**config.mk**
```make
export PLATFORM = sky130hd
export DESIGN_NAME = move_sequencer
export DESIGN_NICKNAME = d
export VERILOG_FILES = /design/src/rtl/game_pkg.sv /design/src/rtl/move_sequencer_btn_arbiter.sv /design/src/rtl/move_sequencer.sv
export SDC_FILE = /design/constraint.sdc
export NUM_CORES = 1
export LEC_CHECK = 0
export ABC_CLOCK_PERIOD_IN_PS = 3250
export CORE_MARGIN = 2
export CORE_UTILIZATION = 35
export DETAILED_ROUTE_END_ITERATION = 6
export PLACE_DENSITY_LB_ADDON = 0.05
export SLEW_MARGIN = 20
export SYNTH_ARGS = -nofsm -noshare
export SYNTH_HDL_FRONTEND = slang
export SYNTH_SLANG_ARGS = --single-unit
```
**constraint.sdc**
```tcl
create_clock -name clk -period 3.25 [get_ports clk]
set_input_delay 0.65 -clock clk [delete_from_list [all_inputs] [get_ports clk]]
set_output_delay 0.65 -clock clk [all_outputs]
set_load 0.01 [all_outputs]
```
**src/rtl/game_pkg.sv**
```systemverilog
// game_pkg: shared definitions for the 3x3 game flow logic.
//   - FSM state codes (INIT..WIN) and the matching enum type
//   - grid geometry (GRID_W, TILE_W, N_TILES)
//   - direction bit positions used by the one-hot direction vector
//   - tile_at(): extracts tile idx from a packed grid
package game_pkg;

  localparam int GRID_W  = 27;
  localparam int TILE_W  = 3;
  localparam int N_TILES = 9;

  localparam logic [2:0] INIT   = 3'd0;
  localparam logic [2:0] IDLE   = 3'd1;
  localparam logic [2:0] ARMED  = 3'd2;
  localparam logic [2:0] MOVE   = 3'd3;
  localparam logic [2:0] SETTLE = 3'd4;
  localparam logic [2:0] OVER   = 3'd5;
  localparam logic [2:0] WIN    = 3'd6;

  typedef enum logic [2:0] {
    ST_INIT   = INIT,
    ST_IDLE   = IDLE,
    ST_ARMED  = ARMED,
    ST_MOVE   = MOVE,
    ST_SETTLE = SETTLE,
    ST_OVER   = OVER,
    ST_WIN    = WIN
  } state_e;

  // Bit positions inside the one-hot direction vector {d, u, l, r}.
  localparam int DIR_R = 0;
  localparam int DIR_L = 1;
  localparam int DIR_U = 2;
  localparam int DIR_D = 3;

  function automatic logic [TILE_W-1:0] tile_at(input logic [GRID_W-1:0] g,
                                                input int idx);
    return g[idx*TILE_W +: TILE_W];
  endfunction

endpackage

```
**src/rtl/move_sequencer_btn_arbiter.sv**
```systemverilog
// btn_arbiter: purely combinational decode of the four direction buttons.
// Ports:
//   btn_r/l/u/d : level direction buttons
//   dir_any     : any direction pressed
//   dir_one     : exactly one direction pressed
//   dir_oh      : one-hot {d,u,l,r} of the pressed direction, zero unless dir_one
module btn_arbiter
  import game_pkg::*;
(
  input  logic       btn_r,
  input  logic       btn_l,
  input  logic       btn_u,
  input  logic       btn_d,
  output logic       dir_any,
  output logic       dir_one,
  output logic [3:0] dir_oh
);

  logic [3:0] btns;

  always_comb begin
    btns         = '0;
    btns[DIR_R]  = btn_r;
    btns[DIR_L]  = btn_l;
    btns[DIR_U]  = btn_u;
    btns[DIR_D]  = btn_d;
    dir_any      = |btns;
    dir_one      = $onehot(btns);
    dir_oh       = dir_one ? btns : 4'b0000;
  end

endmodule

```
**src/rtl/move_sequencer.sv**
```systemverilog
// move_sequencer: game-flow controller in front of the 3x3 grid update block.
// Turns level buttons into single-cycle, mutually exclusive move pulses, paces
// moves so each update/spawn settles, issues new-game resets and tracks
// game-over state plus a saturating move counter.
//
// Optional feature: define MOVE_SEQ_WIN_EN to compile in win detection
// (any tile == WIN_TILE) and make the WIN state reachable.
//
// Ports:
//   clk, rst                 : clock, synchronous active-high reset
//   btn_r/l/u/d, btn_new     : level buttons (already synchronized/debounced)
//   grid[26:0], lose         : status from the update block
//   move_r/l/u/d             : one-cycle move pulses, at most one high
//   game_rst                 : one-cycle reset pulse to the update block
//   state[2:0]               : FSM state code
//   busy                     : high in MOVE and SETTLE
//   move_count               : moves issued this game, saturating
//
// state  | meaning
// INIT   | pulse game_rst, clear move counter
// IDLE   | wait for all buttons released
// ARMED  | accept a single direction or a new-game request
// MOVE   | emit latched move pulse, count it
// SETTLE | let the grid update and spawn settle, then sample lose/win
// OVER   | lost; only btn_new is honoured
// WIN    | won (MOVE_SEQ_WIN_EN only); only btn_new is honoured
module move_sequencer
  import game_pkg::*;
#(
  parameter int         HOLD_CYCLES = 4,
  parameter int         MOVE_CNT_W  = 16,
  parameter logic [2:0] WIN_TILE    = 3'd7
) (
  input  logic                  clk,
  input  logic                  rst,
  input  logic                  btn_r,
  input  logic                  btn_l,
  input  logic                  btn_u,
  input  logic                  btn_d,
  input  logic                  btn_new,
  input  logic [GRID_W-1:0]     grid,
  input  logic                  lose,
  output logic                  move_r,
  output logic                  move_l,
  output logic                  move_u,
  output logic                  move_d,
  output logic                  game_rst,
  output logic [2:0]            state,
  output logic                  busy,
  output logic [MOVE_CNT_W-1:0] move_count
);

  localparam logic [7:0] SETTLE_LOAD = 8'(HOLD_CYCLES - 1);

  state_e                state_q, state_d;
  logic [3:0]            dir_q, dir_d;
  logic [7:0]            settle_q, settle_d;
  logic [MOVE_CNT_W-1:0] cnt_q, cnt_d;

  logic       dir_any, dir_one;
  logic [3:0] dir_oh;
  logic       win_hit;

  btn_arbiter u_arb (
    .btn_r   (btn_r),
    .btn_l   (btn_l),
    .btn_u   (btn_u),
    .btn_d   (btn_d),
    .dir_any (dir_any),
    .dir_one (dir_one),
    .dir_oh  (dir_oh)
  );

`ifdef MOVE_SEQ_WIN_EN
  always_comb begin
    win_hit = 1'b0;
    for (int i = 0; i < N_TILES; i++) begin
      if (tile_at(grid, i) == WIN_TILE) win_hit = 1'b1;
    end
  end
`else
  logic unused_win;
  assign win_hit    = 1'b0;
  assign unused_win = ^{grid, WIN_TILE};
`endif

  always_comb begin
    state_d  = state_q;
    dir_d    = dir_q;
    settle_d = settle_q;
    cnt_d    = cnt_q;
    case (state_q)
      ST_INIT: begin
        cnt_d   = '0;
        state_d = ST_IDLE;
      end
      ST_IDLE: begin
        if (!dir_any && !btn_new) state_d = ST_ARMED;
      end
      ST_ARMED: begin
        // The counter is cleared on entry to INIT so move_count already
        // reads zero while game_rst is pulsing.
        if (btn_new) begin
          cnt_d   = '0;
          state_d = ST_INIT;
        end else if (dir_one) begin
          dir_d   = dir_oh;
          state_d = ST_MOVE;
        end else if (dir_any) begin
          state_d = ST_IDLE;
        end
      end
      ST_MOVE: begin
        if (!(&cnt_q)) cnt_d = cnt_q + 1'b1;
        settle_d = SETTLE_LOAD;
        state_d  = ST_SETTLE;
      end
      ST_SETTLE: begin
        if (settle_q == 8'd0) begin
          if (lose)         state_d = ST_OVER;
          else if (win_hit) state_d = ST_WIN;
          else              state_d = ST_IDLE;
        end else begin
          settle_d = settle_q - 8'd1;
        end
      end
      ST_OVER: begin
        if (btn_new) begin
          cnt_d   = '0;
          state_d = ST_INIT;
        end
      end
`ifdef MOVE_SEQ_WIN_EN
      ST_WIN: begin
        if (btn_new) begin
          cnt_d   = '0;
          state_d = ST_INIT;
        end
      end
`endif
      default: state_d = ST_INIT;
    endcase
  end

  // Outputs are gated by rst so a reset in the middle of a move can never
  // leak a pulse before the registers clear at the next edge.
  always_comb begin
    {move_d, move_u, move_l, move_r} = 4'b0000;
    if (!rst && state_q == ST_MOVE) {move_d, move_u, move_l, move_r} = dir_q;
    game_rst   = !rst && (state_q == ST_INIT);
    busy       = !rst && (state_q == ST_MOVE || state_q == ST_SETTLE);
    state      = rst ? INIT : state_q;
    move_count = rst ? '0 : cnt_q;
  end

  always_ff @(posedge clk) begin
    if (rst) begin
      state_q  <= ST_INIT;
      dir_q    <= '0;
      settle_q <= '0;
      cnt_q    <= '0;
    end else begin
      state_q  <= state_d;
      dir_q    <= dir_d;
      settle_q <= settle_d;
      cnt_q    <= cnt_d;
    end
  end

endmodule

```
## Word-level counts from Yosys, hierarchy flattened

Index checks and enable logic that the tools add are counted.

| operators by class | value |
|---|---|
| $add $sub $neg | 5 |
| eq/ne operators | 13 |
| multiplexer cells | 19 |
| bitwise gates (word level) | 1 |
| reduce and logical (&&, ||, !) cells | 19 |

Operators by type and width:

| operator | count |
|---|---|
| 2-to-1 mux 16 bit | 3 |
| case mux 16 bit (3 select lines) | 1 |
| 2-to-1 mux 3 bit | 8 |
| case mux 3 bit (6 select lines) | 1 |
| adder 16 x 1 -> 16 bit (second input constant) | 1 |
| case mux 8 bit (2 select lines) | 1 |
| AND reduction 16 bit | 1 |
| inequality test 2 bit (second input constant) | 5 |
| logical NOT 8 bit | 1 |
| 2-to-1 mux 8 bit | 1 |
| subtractor 8 x 1 -> 8 bit (second input constant) | 1 |
| == test 3 x 1 -> 1 bit (second input constant) | 2 |
| == test 3 x 2 -> 1 bit (second input constant) | 2 |
| == test 3 bit (second input constant) | 2 |
| AND reduction 3 bit | 2 |
| adder 1 x 1 -> 2 bit | 2 |
| logical AND 1 bit | 4 |
| 2-to-1 mux 1 bit | 4 |
| inequality test 4 bit (second input constant) | 1 |
| AND reduction 4 bit | 1 |
| OR reduction 4 bit | 1 |
| adder 3 bit | 1 |
| logical NOT 1 bit | 3 |
| logical NOT 3 bit | 1 |
| 7 further kinds | 7 |

| word-level totals | value |
|---|---|
| register bits after elaboration | 31 |
| input bits | 35 |
| output and inout port bits | 25 |
| logic and storage cells | 61 |

## Longest topological paths before layout

| depth | value |
|---|---|
| depth after elaboration | 6 |
| depth in mapped cells | 8 |
| gate-level depth less buffers | 8 |

## Hierarchy

Synthesis repeated with hierarchy kept, for this count alone.

| unflattened totals | value |
|---|---|
| cell total of the unflattened synthesis | 242 |
| area, all modules | 1925.6 um^2 |

By module, submodules not included:

| module | instances | cells each | area an instance (um^2) | seq. area each (um^2) |
|---|---|---|---|---|
| move_sequencer | 1 | 227 | 1793.0 | 620.6 |
| btn_arbiter | 1 | 15 | 132.6 | 0.0 |

## Worst setup path before layout

OpenSTA, ideal clock, no wires.

| timing | value |
|---|---|
| path kind | input -> register |
| start | input port btn_u |
| end | register state_q[0] |
| setup time | 0.058 ns |
| data arrival time | 2.456 ns |
| data required time | 3.192 ns |
| slack | 0.736 ns |
| stages | 8 |
| path buffers | 0 |
| path through | inv_1 ha_1 ha_1 fa_1 nor3b_1 o21ai_0 a2111oi_2 a31o_2 |

| on the way | value |
|---|---|
| word-level cells in the longest chain between the ends | 6 |
| elaborated cells on any way between the ends | 12 |
| those cells by class | add/sub: 2; eq/ne: 3; mux: 3; reduce/logical: 4 |

RTL lines:

| what | RTL line | RTL |
|---|---|---|
| from (decl) | move_sequencer.sv:38 | `input logic btn_u,` |
| adder 1 x 1 -> 2 bit (implied by the code) | move_sequencer_btn_arbiter.sv:28 | `dir_one = $onehot(btns);` |
| adder 3 bit (implied by the code) | move_sequencer_btn_arbiter.sv:28 |  |
| == test 3 x 1 -> 1 bit | move_sequencer_btn_arbiter.sv:28 |  |
| 2-to-1 mux 3 bit | move_sequencer.sv:106 | `end else if (dir_one) begin` |
| 2-to-1 mux 3 bit | move_sequencer.sv:103 | `if (btn_new) begin` |
| case mux 3 bit (6 select lines) | move_sequencer.sv:92 | `case (state_q)` |
| to (signal assigned) | move_sequencer.sv:163 | `state_q <= state_d;` |
| to (decl) | move_sequencer.sv:55 | `state_e state_q, state_d;` |

Parallel ways exist; a longest one is shown, timed or not.
A chain may end at the register's enable or synchronous reset.

## Worst setup path after layout

| timing | value |
|---|---|
| start | input port btn_r |
| end | register state_q[0] |

| on the way | value |
|---|---|
| word-level cells in the longest chain between the ends | 6 |
| elaborated cells on any way between the ends | 12 |
| those cells by class | add/sub: 2; eq/ne: 3; mux: 3; reduce/logical: 4 |

RTL lines:

| what | RTL line | RTL |
|---|---|---|
| from (decl) | move_sequencer.sv:36 | `input logic btn_r,` |
| adder 1 x 1 -> 2 bit (implied by the code) | move_sequencer_btn_arbiter.sv:28 |  |
| adder 3 bit (implied by the code) | move_sequencer_btn_arbiter.sv:28 |  |
| == test 3 x 1 -> 1 bit | move_sequencer_btn_arbiter.sv:28 |  |
| 2-to-1 mux 3 bit | move_sequencer.sv:106 |  |
| 2-to-1 mux 3 bit | move_sequencer.sv:103 |  |
| case mux 3 bit (6 select lines) | move_sequencer.sv:92 |  |

Parallel ways exist; a longest one is shown, timed or not.

==> flow_metrics.tcl <==
set metrics [dict create \
    cts_resized 0 \
    dpl.cell_count 326 \
    cts_tree "done" \
    remaining_drc_errors 0 \
    rsz0062_at_grt "false" \
    tightest_slew_ns 0.567 \
    die_area_mm2 0.00626 \
    clk_pin_slew_worst_paths_ns 0.07 \
    synth_flop_cell "dfxtp_1" \
    synth_area_per_cell_um2 8.48 \
    drt-wirelength-per-cell_um 13.8 \
    skew_ns 0.00295 \
    synth-async-reset-ratio 0 \
    clock-root-buffer "clkbuf_8" \
    layout_worst_path_cycle_share 0.891 \
    clockBufferDepth 2 \
    dp.final_hpwl_mm 3.14 \
    finalWorstSetupSlack_ns 0.355 \
    core-area_mm2 0.00547 \
    yosysWarnings 0 \
    synth-edff-count 0 \
    final_cell_mix "dfxtp_1 (31), clkdlybuf4s50_1 (31), nor2_1 (29)" \
    fin_util 0.444 \
    grt_overflow_total 0 \
    timing_hold_violations_final 0 \
    die_w_um 79.1 \
    arrival_ns 3.13 \
    grt_pass1_wl_mm 8.23 \
    ys_ff_latch 31 \
    dp_slack_ns 0.0686 \
    final_nets 305 \
    critPathKind "in -> reg" \
    clock-sinks 31 \
    synth_top_area_cell "dfxtp_1" \
    relSlewSlack 0.621 \
    placed_cell_area_mm2 0.00233 \
    syn_area_mm2 0.00198 \
    crit_chain "clkdlybuf4s50_1 -> inv_1 -> ha_1 -> ha_1 -> fa_1 -> nor3b_1 -> o21ai_0 -> a2111oi_2 -> a31o_2" \
    drt-total-wl_mm 4.62 \
    cts_max_level 2 \
    cpPeakStageDelay_ns 0.51 \
    tns_ns 0 \
    drive_above_1_share 0.103 \
    boundaryPins 60 \
    post-cts-setup-buffer-count 0 \
    grt.total_usage 0.165 \
    powerDensity_mw_per_mm2 334 \
    maxCapViolations 0 \
    critPathLaunchType "input port" \
    syn-num-nets 277 \
    vias 1750 \
    antenna_found_initial 0 \
    drtIter0Drc 48 \
    critPathCaptureType "register" \
    synth_cells 233 \
    drt-vias-per-instance 5.24 \
    fin_cells 334 \
    gp_congestion 0.774 \
    yosysTopAreaCellShare 0.314 \
    hp-class "reg -> reg" \
    grt_max_degree 34 \
    slew_violations 0 \
    leakage_nw 0.894 \
    insertion_delay_ns 0.28 \
    synthTopCellsByArea "dfxtp_1 (31%), nor2_1 (5.5%), ha_1 (5.1%)" \
    grt_pass1_vias 1746 \
    fin_crit_ns 2.89 \
    fp.dieH_um 79.1 \
    ant_nets 0 \
    portBuffers 32 \
    area_growth_pct 23.1 \
    max_freq_mhz 345 \
    status "complete, no violations" \
    cp_data_required_time_ns 3.48 \
    setup_violations 0 \
    postCtsHoldBufs 0 \
    cp_max_fo 3 \
    fin_area_mm2 0.00243 \
    ys_types 54 \
    slowest_stage "clkdlybuf4s50_1" \
    antennaDiodeCount 0 \
    drt_pass1_iterations 4 \
    rows 27 \
    start_util 0.361 \
    irDropWorstVdd_v 0.000179 \
    cts_buffers 5 \
    crit_top_cell "ha_1" \
    synth.yosys.seq_area_share 0.314 \
]
worst paths after layout:
kind	start	endpoint	slack, ns	depth (start not counted)
worst min-delay path	settle_q[7]$_SDFFE_PP0P_	settle_q[7]$_SDFFE_PP0P_	0.48	2
worst max register to register	state_q[1]$_SDFFE_PP0P_	cnt_q[3]$_SDFFE_PP0P_	1.30	4
worst max-delay path	btn_r	state_q[0]$_SDFFE_PP0P_	0.36	9
worst min register to register	settle_q[7]$_SDFFE_PP0P_	settle_q[7]$_SDFFE_PP0P_	0.48	2
flip-flops by register name, summed over array words and instances (netlist names):
| signal | count |
|---|---|
| cnt_q | 16 |
| dir_q | 4 |
| settle_q | 8 |
| state_q | 3 |
cell families after synthesis:
group / after synthesis / share of synthesized area
mux: 5 / 0.0253
fa+ha+maj: 9 / 0.0608
simple gates: 101 / 0.286
xor+xnor: 5 / 0.0222
compound gates: 51 / 0.218
buf+inv: 31 / 0.0728
flops: 31 / 0.314
area by class of cell:
type                            count  area (µm²)
Multi-Input combinational cell    171        1210
Inverter                           15        56.3
Timing Repair Buffer               37         353
Clock buffer                        8         100
Sequential cell                    31         621
Tap cell                           72        90.1
Fill cell                         585        3040
cells in the mapped netlist (all sizes together) (2+ instances only):
master / count
nand3: 11
nor2: 29
a31o: 3
a41oi: 2
nand4: 5
o21a: 2
a31oi: 5
o211ai: 2
o311ai: 2
a21oi: 3
clkbuf: 6
dfxtp: 31
mux2i: 5
nor3: 7
a311oi: 10
nor4: 4
and3: 5
buf: 10
a21o: 2
nor3b: 2
or3: 2
nand2: 9
xor2: 5
a211oi: 4
nand2b: 4
inv: 15
ha: 8
nor2b: 14
o2111ai: 2
o21ai: 7
and2: 2
per-layer routing:
metal,part of all wire,GRT usage,wire length (µm)
met2,0.45,0.265,2080
met5,0,0,0
met4,0.014,0.0621,63
met3,0.035,0.0409,162
met1,0.50,0.213,2310
per-stage QoR:
stage / power (W) / hold slack (ns)
3_3_place_gp: 0.000476 / 0.463
5_1_grt: 0.000849 / 0.518
2_1_floorplan: 0.000450 / 0.447
3_5_place_dp: 0.000476 / 0.473
4_1_cts: 0.000826 / 0.482
6_report: 0.000812 / 0.481
power breakdown:
part | internal [W] | switching (W) | total (W)
Clock | 0.000193 | 0.000152 | 0.000345
Combinational | 0.0000329 | 0.0000444 | 0.0000773
Sequential | 0.000382 | 0.00000751 | 0.000390
critical path: cells and delay by family:
kind	cells	cell delay [ns]
AO/OA/AOI/OAI	3	0.70
adder cells (fa/ha/maj)	3	0.90
buffers and inverters	2	0.57
AND/OR/NAND/NOR	1	0.31
(Power assumes the default switching activity.)
